--- src/rtl/pr_bus_arbiter_if.sv ---
// Processor-bus bundle between two masters, the arbiter and two timer devices.
// The slave modport is the arbiter's view; the master modport is the view of
// whatever drives requests and device read data (masters, devices, bench).
interface pr_bus_arbiter_if;
    logic        m0_req;
    logic        m0_we;
    logic [31:0] m0_addr;
    logic [31:0] m0_wd;
    logic        m0_gnt;
    logic        m0_err;
    logic        m1_req;
    logic        m1_we;
    logic [31:0] m1_addr;
    logic [31:0] m1_wd;
    logic        m1_gnt;
    logic        m1_err;
    logic [31:0] m_rd;
    logic [31:0] dev_addr;
    logic [31:0] dev_wd;
    logic        dev0_we;
    logic        dev1_we;
    logic [31:0] dev0_rd;
    logic [31:0] dev1_rd;
    logic        busy;

    modport slave (
        input  m0_req, m0_we, m0_addr, m0_wd,
        input  m1_req, m1_we, m1_addr, m1_wd,
        input  dev0_rd, dev1_rd,
        output m0_gnt, m0_err, m1_gnt, m1_err, m_rd,
        output dev_addr, dev_wd, dev0_we, dev1_we, busy
    );

    modport master (
        output m0_req, m0_we, m0_addr, m0_wd,
        output m1_req, m1_we, m1_addr, m1_wd,
        output dev0_rd, dev1_rd,
        input  m0_gnt, m0_err, m1_gnt, m1_err, m_rd,
        input  dev_addr, dev_wd, dev0_we, dev1_we, busy
    );
endinterface

--- src/rtl/pr_bus_arbiter.sv ---
// Two-master processor-bus arbiter with round-robin grant and address decode
// for two word-addressed timer devices. Every transaction takes exactly three
// cycles (IDLE -> ACCESS -> RESP); illegal accesses complete with an error and
// never strobe a device.
module pr_bus_arbiter #(
    parameter logic [31:0] DEV0_BASE = 32'h0000_7F00,
    parameter logic [31:0] DEV1_BASE = 32'h0000_7F10,
    parameter logic [31:0] DEV_SPAN  = 32'd12,
    parameter logic [31:0] RO_OFFSET = 32'd8
) (
    input logic              clk,
    input logic              reset,
    pr_bus_arbiter_if.slave  bus
);

    typedef enum logic [1:0] {
        IDLE   = 2'd0,
        ACCESS = 2'd1,
        RESP   = 2'd2
    } state_t;

    // Address decode: returns {illegal, hit1, hit0}. The read-only COUNT
    // register is only illegal for writes; reads of it are normal.
    function automatic logic [2:0] decode(input logic [31:0] addr, input logic we);
        logic hit0;
        logic hit1;
        logic aligned;
        logic ro_write;
        hit0     = (addr >= DEV0_BASE) && (addr < (DEV0_BASE + DEV_SPAN));
        hit1     = (addr >= DEV1_BASE) && (addr < (DEV1_BASE + DEV_SPAN));
        aligned  = (addr[1:0] == 2'b00);
        ro_write = we && ((hit0 && ((addr - DEV0_BASE) == RO_OFFSET)) ||
                          (hit1 && ((addr - DEV1_BASE) == RO_OFFSET)));
        return {(!aligned) || !(hit0 || hit1) || ro_write, hit1, hit0};
    endfunction

    state_t      state_r;
    logic        owner_r;
    logic        last_owner_r;
    logic        we_r;
    logic        illegal_r;
    logic        hit0_r;

    logic        pick_s;
    logic [31:0] sel_addr_s;
    logic [31:0] sel_wd_s;
    logic        sel_we_s;
    logic [2:0]  sel_dec_s;

    // Round-robin owner selection and decode of the candidate request.
    always_comb begin
        pick_s = 1'b0;
        if (bus.m0_req && bus.m1_req) begin
            pick_s = ~last_owner_r;
        end else if (bus.m1_req) begin
            pick_s = 1'b1;
        end else begin
            pick_s = 1'b0;
        end
        sel_addr_s = pick_s ? bus.m1_addr : bus.m0_addr;
        sel_wd_s   = pick_s ? bus.m1_wd   : bus.m0_wd;
        sel_we_s   = pick_s ? bus.m1_we   : bus.m0_we;
        sel_dec_s  = decode(sel_addr_s, sel_we_s);
    end

    // Transaction sequencer; all bus-facing outputs are registered here.
    always_ff @(posedge clk or posedge reset) begin
        if (reset) begin
            state_r      <= IDLE;
            owner_r      <= 1'b0;
            last_owner_r <= 1'b1;
            we_r         <= 1'b0;
            illegal_r    <= 1'b0;
            hit0_r       <= 1'b0;
            bus.m0_gnt   <= 1'b0;
            bus.m0_err   <= 1'b0;
            bus.m1_gnt   <= 1'b0;
            bus.m1_err   <= 1'b0;
            bus.m_rd     <= 32'h0000_0000;
            bus.dev_addr <= 32'h0000_0000;
            bus.dev_wd   <= 32'h0000_0000;
            bus.dev0_we  <= 1'b0;
            bus.dev1_we  <= 1'b0;
            bus.busy     <= 1'b0;
        end else begin
            case (state_r)
                IDLE: begin
                    bus.m0_gnt <= 1'b0;
                    bus.m0_err <= 1'b0;
                    bus.m1_gnt <= 1'b0;
                    bus.m1_err <= 1'b0;
                    bus.m_rd   <= 32'h0000_0000;
                    if (bus.m0_req || bus.m1_req) begin
                        owner_r      <= pick_s;
                        bus.dev_addr <= sel_addr_s;
                        bus.dev_wd   <= sel_wd_s;
                        we_r         <= sel_we_s;
                        illegal_r    <= sel_dec_s[2];
                        hit0_r       <= sel_dec_s[0];
                        // The strobe is set here so it is high for exactly the ACCESS cycle.
                        bus.dev0_we  <= sel_we_s & sel_dec_s[0] & ~sel_dec_s[2];
                        bus.dev1_we  <= sel_we_s & sel_dec_s[1] & ~sel_dec_s[2];
                        bus.busy     <= 1'b1;
                        state_r      <= ACCESS;
                    end else begin
                        bus.dev0_we  <= 1'b0;
                        bus.dev1_we  <= 1'b0;
                        bus.busy     <= 1'b0;
                        state_r      <= IDLE;
                    end
                end
                ACCESS: begin
                    bus.dev0_we  <= 1'b0;
                    bus.dev1_we  <= 1'b0;
                    last_owner_r <= owner_r;
                    if (illegal_r || we_r) begin
                        bus.m_rd <= 32'h0000_0000;
                    end else begin
                        bus.m_rd <= hit0_r ? bus.dev0_rd : bus.dev1_rd;
                    end
                    bus.m0_gnt   <= ~owner_r;
                    bus.m1_gnt   <= owner_r;
                    bus.m0_err   <= ~owner_r & illegal_r;
                    bus.m1_err   <= owner_r & illegal_r;
                    bus.busy     <= 1'b1;
                    state_r      <= RESP;
                end
                RESP: begin
                    bus.m0_gnt  <= 1'b0;
                    bus.m0_err  <= 1'b0;
                    bus.m1_gnt  <= 1'b0;
                    bus.m1_err  <= 1'b0;
                    bus.m_rd    <= 32'h0000_0000;
                    bus.dev0_we <= 1'b0;
                    bus.dev1_we <= 1'b0;
                    bus.busy    <= 1'b0;
                    state_r     <= IDLE;
                end
                default: begin
                    bus.m0_gnt  <= 1'b0;
                    bus.m0_err  <= 1'b0;
                    bus.m1_gnt  <= 1'b0;
                    bus.m1_err  <= 1'b0;
                    bus.m_rd    <= 32'h0000_0000;
                    bus.dev0_we <= 1'b0;
                    bus.dev1_we <= 1'b0;
                    bus.busy    <= 1'b0;
                    state_r     <= IDLE;
                end
            endcase
        end
    end

endmodule

--- src/flat_wrapper.sv ---
// flat-port wrapper written by rule: the top's interface ports become plain ports
module pr_bus_arbiter_flat 
#(
    parameter logic [31:0] DEV0_BASE = 32'h0000_7F00,
    parameter logic [31:0] DEV1_BASE = 32'h0000_7F10,
    parameter logic [31:0] DEV_SPAN  = 32'd12,
    parameter logic [31:0] RO_OFFSET = 32'd8
)
  (clk, reset, bus_m0_req, bus_m0_we, bus_m0_addr, bus_m0_wd, bus_m1_req, bus_m1_we, bus_m1_addr, bus_m1_wd, bus_dev0_rd, bus_dev1_rd, bus_m0_gnt, bus_m0_err, bus_m1_gnt, bus_m1_err, bus_m_rd, bus_dev_addr, bus_dev_wd, bus_dev0_we, bus_dev1_we, bus_busy);
  pr_bus_arbiter_if bus_i ();
  input logic clk;
  input logic reset;
  input wire logic [$bits(bus_i.m0_req)-1:0] bus_m0_req;
  input wire logic [$bits(bus_i.m0_we)-1:0] bus_m0_we;
  input wire logic [$bits(bus_i.m0_addr)-1:0] bus_m0_addr;
  input wire logic [$bits(bus_i.m0_wd)-1:0] bus_m0_wd;
  input wire logic [$bits(bus_i.m1_req)-1:0] bus_m1_req;
  input wire logic [$bits(bus_i.m1_we)-1:0] bus_m1_we;
  input wire logic [$bits(bus_i.m1_addr)-1:0] bus_m1_addr;
  input wire logic [$bits(bus_i.m1_wd)-1:0] bus_m1_wd;
  input wire logic [$bits(bus_i.dev0_rd)-1:0] bus_dev0_rd;
  input wire logic [$bits(bus_i.dev1_rd)-1:0] bus_dev1_rd;
  output wire logic [$bits(bus_i.m0_gnt)-1:0] bus_m0_gnt;
  output wire logic [$bits(bus_i.m0_err)-1:0] bus_m0_err;
  output wire logic [$bits(bus_i.m1_gnt)-1:0] bus_m1_gnt;
  output wire logic [$bits(bus_i.m1_err)-1:0] bus_m1_err;
  output wire logic [$bits(bus_i.m_rd)-1:0] bus_m_rd;
  output wire logic [$bits(bus_i.dev_addr)-1:0] bus_dev_addr;
  output wire logic [$bits(bus_i.dev_wd)-1:0] bus_dev_wd;
  output wire logic [$bits(bus_i.dev0_we)-1:0] bus_dev0_we;
  output wire logic [$bits(bus_i.dev1_we)-1:0] bus_dev1_we;
  output wire logic [$bits(bus_i.busy)-1:0] bus_busy;
  assign bus_i.m0_req = bus_m0_req;
  assign bus_i.m0_we = bus_m0_we;
  assign bus_i.m0_addr = bus_m0_addr;
  assign bus_i.m0_wd = bus_m0_wd;
  assign bus_i.m1_req = bus_m1_req;
  assign bus_i.m1_we = bus_m1_we;
  assign bus_i.m1_addr = bus_m1_addr;
  assign bus_i.m1_wd = bus_m1_wd;
  assign bus_i.dev0_rd = bus_dev0_rd;
  assign bus_i.dev1_rd = bus_dev1_rd;
  assign bus_m0_gnt = bus_i.m0_gnt;
  assign bus_m0_err = bus_i.m0_err;
  assign bus_m1_gnt = bus_i.m1_gnt;
  assign bus_m1_err = bus_i.m1_err;
  assign bus_m_rd = bus_i.m_rd;
  assign bus_dev_addr = bus_i.dev_addr;
  assign bus_dev_wd = bus_i.dev_wd;
  assign bus_dev0_we = bus_i.dev0_we;
  assign bus_dev1_we = bus_i.dev1_we;
  assign bus_busy = bus_i.busy;
  pr_bus_arbiter #(.DEV0_BASE(DEV0_BASE), .DEV1_BASE(DEV1_BASE), .DEV_SPAN(DEV_SPAN), .RO_OFFSET(RO_OFFSET)) u_core (.clk(clk), .reset(reset), .bus(bus_i));
endmodule
--- config.mk ---
export PLATFORM = sky130hd
export DESIGN_NAME = pr_bus_arbiter_flat
export DESIGN_NICKNAME = d
export VERILOG_FILES = /design/src/rtl/pr_bus_arbiter_if.sv /design/src/rtl/pr_bus_arbiter.sv /design/src/flat_wrapper.sv
export SDC_FILE = /design/constraint.sdc
export NUM_CORES = 1
export LEC_CHECK = 0
export ABC_AREA = 1
export CORE_UTILIZATION = 39
export CTS_BUF_LIST = sky130_fd_sc_hd__clkbuf_16
export CTS_CLUSTER_DIAMETER = 150
export DETAILED_ROUTE_END_ITERATION = 10
export PLACE_DENSITY = 0.8
export SETUP_SLACK_MARGIN = 0.3
export SLEW_MARGIN = 10
export SYNTH_ARGS = -nofsm -noshare
export SYNTH_HDL_FRONTEND = slang
export SYNTH_SLANG_ARGS = --single-unit
--- constraint.sdc ---
create_clock -name clk -period 4.1 [get_ports clk]
set_input_delay 0.82 -clock clk [delete_from_list [all_inputs] [get_ports clk]]
set_output_delay 0.82 -clock clk [all_outputs]
set_load 0.005 [all_outputs]
==> results by group <==
Outcome
  • Status: completed

STA
  • Final setup fails: 0
  • Tmin final: ~3.3 ns
  • Fin crit share: 80.05%
  • Setup TNS: 0 ns
  • Fmax achieved: 304.7 MHz
  • Max_slew headroom: 31.74%
  • Final hold vios: 0
  • Pins Over Slew Limit: 0
  • Slew of the pin with the lowest slew margin: 1.023 ns
  • RSZ-0062 raised after global routing: false
  • Skew final: a little over 0.007 ns

Synth
  • Main combinational cell family by area after synthesis: simple AND/OR/NAND/NOR gates
  • Cell count after synthesis: 831
  • Multiplexer area fraction after synthesis: 0%
  • XOR/XNOR Fraction of Synth Area: less than 1%
  • Syn_area_per_cell: 7.313 µm²
  • Synthesized Nets: 1029
  • Fraction of the mapped netlist area in compound gates: between 10% and 20%
  • Share of flip-flops with an asynchronous set or reset: 100.0%
  • Synth top area share: between 40% and 50%
  • Synthesized flop and latch total: 110
  • Area of the mapped netlist: 6077 µm²
  • Cell variety after synth: 39
  • Sequential area share after synthesis: approximately 45%
  • Simple-gate share of the synthesized area: between 30% and 40%
  • Synth warn: 0
  • Main area contributors after synthesis: dfrtp_1 (45%), nand2_1 (17%), o21ai_0 (8.2%)
  • Post-synth EDFFs: 0
  • Area leader, netlist: dfrtp_1
  • Post-synth top flop: dfrtp_1
  • Post-Synth Adder-Cell Area: 0%

Clock tree
  • Clk buf depth: 2
  • CTS sink cnt: 110
  • Clock buffer count from CTS: 9
  • Setup bufs post-CTS: 0
  • Hold Buf Count CTS: 0
  • Worst-Skew Late Latency: about 0.36 ns
  • CTS HTree Levels: 3
  • Root Buffer: clkbuf_16
  • Worst-path clk slew: roughly 0.08 ns
  • Post-CTS sizing: 0
  • CTS tree: yes

Floorplanning
  • # IOs: 301
  • Core Area: around 15000 µm²
  • Die height: 126.8 µm
  • Rows: between 40 and 50
  • Horiz. Die Dim: between 100 and 150 µm
  • Die area: around 16000 µm²
  • Starting Density: between 30% and 40%

Layout
  • Final core occ: between 60 and 70%
  • FF/Latch Area: 2754 µm²
  • P&R area growth vs syn: 55.86%
  • ANT cells: 0
  • Area of the multi-input gates: approximately 2800 µm²
  • FILL cells: between 1000 and 1500
  • Layout cells sized above 1: under 10%
  • Fin nets: between 1000 and 1500

Route
  • Average routed wire per standard cell: 15.36 µm
  • Drt drc: 0
  • Drt first pass iters: 5
  • Vias: 6479
  • Routed WL: 20.02 mm
  • Via density: 4.969
  • DR iter-0 viols: around 420
  • Antenna viol nets, final: 0

Critical path
  • WP data arrival: approximately 3.5 ns
  • R2r setup slk: 1.29 ns
  • Type of origin of the critical path: input pin
  • Critical Path End Type: flop
  • Crit Path Max Fanout: 44
  • Critical path class: in -> reg
  • WP data required: roughly 4.4 ns

Power and ir drop
  • Clock power share: a little under a fifth
  • Pwr dens: around 500 nW/µm²
  • Sequential Power Share: around a third
  • P_sw: between 1.5 and 2 mW
  • Comb power frac: between 40 and 50%
  • Pint: around 3.0 mW
  • Leakage power: around 4.3 nW
  • Sw Ratio: 37.45%
  • Worst VDD drop: 0.3133 mV

Place
  • Port bufs: 300
  • HPWL Detailed: between 15 and 20 mm
  • Gpl congestion: between 0.9 and 1

Global routing
  • Initial antenna violation count: 0
  • Global Route Usage Sum: 25.25%
  • Vias in the first global route: around 6000
  • GR Overflow Total: 0
  • Maximum number of pins on one net before global-route repair: 58
  • First-pass GRT wire length: 31.66 mm

Hold path
  • Hold WC Path Type: reg -> reg

Flow run
  • Max Cap Viol: 0
==> area by class of cell <==
class	count	share of cell area, %
Clock buffer	9	2.378
Clock inverter	7	0.6737
Tap cell	188	2.483
Timing Repair Buffer	311	32.71
Inverter	67	2.682
Multi-Input combinational cell	612	30.00
Sequential cell	110	29.08
==> cells in the final DEF (no fill, tap or decap), types with 2 or more instances in the layout <==
| cell type | count |
|---|---|
| a31oi_1 | 2 |
| nand3_1 | 47 |
| nand2_1 | 270 |
| nand3b_1 | 3 |
| clkdlybuf4s50_1 | 300 |
| o21ai_0 | 99 |
| nor3_1 | 5 |
| o21bai_1 | 2 |
| buf_4 | 10 |
| o21ai_1 | 4 |
| a21oi_1 | 35 |
| nand2_4 | 3 |
| inv_2 | 7 |
| nand4_1 | 7 |
| nand3_2 | 2 |
| clkbuf_16 | 9 |
| inv_8 | 3 |
| nor2_2 | 5 |
| inv_1 | 59 |
| nor2_4 | 4 |
| nor2_1 | 86 |
| nand2_2 | 19 |
| o21ai_2 | 6 |
| dfrtp_1 | 109 |
==> metal layers <==
| layer | global-route usage [%] | up-vias | routed length (µm) |
|---|---|---|---|
| met5 | 0 | - | 0 |
| met1 | 32.42 | 2958 | 8423 |
| met4 | 10.57 | 0 | 559 |
| met3 | 5.399 | 38 | 1518 |
| met2 | 41.31 | 275 | 9523 |
| li1 | - | 3208 | - |
==> critical path, cell delays in order <==
cell	delay (ns)
clkdlybuf4s50_1	0.46
nand2_4	0.26
nand2_8	0.25
inv_2	0.33
o21ai_0	0.16
nor2_1	0.27
nand2_1	0.15
nor2_1	0.17
nand3_1	0.08
nor2_1	0.11
nand3_1	0.07
nor2_1	0.10
nand3_1	0.07
nand2_1	0.06
nand2_1	0.05
nand3_2	0.06
nor2_1	0.04
==> cells in the mapped netlist, types with 2 or more instances <==
master,number
a21oi_1,35
a31oi_1,2
buf_2,2
buf_4,3
buf_6,5
clkbuf_1,30
dfrtp_1,109
inv_1,61
inv_2,6
nand2_1,270
nand2_2,19
nand2_4,3
nand3_1,47
nand3_2,2
nand3b_1,3
nand4_1,7
nor2_1,86
nor2_2,5
nor2_4,4
nor3_1,5
nor3_2,2
o21ai_0,99
o21ai_1,4
o21ai_2,6
o21bai_1,2
==> kinds of logic (layout without fill, tap and decap cells) <==
group                  Yosys count  count (layout)
AO/OA/AOI/OAI                  152             152
flip-flops                     110             110
AND/OR/NAND/NOR                459             459
buffers and inverters          109             394
XOR/XNOR                         1               1
==> power groups by stage <==
stage | sequential, mW | clock (mW) | combinational (mW)
after floorplan | 1.68 | 0 | 1.02
after CTS | 1.66 | 0.889 | 2.21
after global placement | 1.66 | 0 | 2.17
after detailed placement | 1.67 | 0 | 2.19
after global routing | 1.70 | 0.936 | 2.43
final | 1.66 | 0.876 | 2.19
==> flip-flops by register name, indices dropped and copies added (netlist names), 2 cells and up <==
name,cells
u_core.bus.dev_addr,32
u_core.bus.dev_wd,32
u_core.bus.m_rd,32
u_core.state_r,2
==> path summary, 6_finish.rpt <==
check | endpoint | from | cells after the start
max | u_core.bus.dev1_we | bus_m0_req | 17
max in group asynchronous | u_core.bus.dev_wd[30] | reset | 3
min | u_core.bus.m0_err | u_core.owner_r | 1
min reg2reg | u_core.bus.m0_err | u_core.owner_r | 1
min in group asynchronous | u_core.bus.m_rd[9] | reset | 2
max reg2reg | u_core.bus.dev1_we | u_core.last_owner_r | 17
==> stage by stage <==
stage	instances	instance area, µm²	worst slack, ns	total power [mW]	hold slack [ns]
floorplan	831	6077	0.3794	2.694	0.4315
global placement	1288	9183	0.5211	3.834	0.4427
detailed placement	1288	9183	0.4533	3.863	0.4599
CTS	1304	9472	0.8326	4.757	0.4709
global route	1304	9472	0.4694	5.065	0.5082
finish	1304	9472	0.8178	4.720	0.4686
Note: power is estimated with default switching activity, not from simulation.
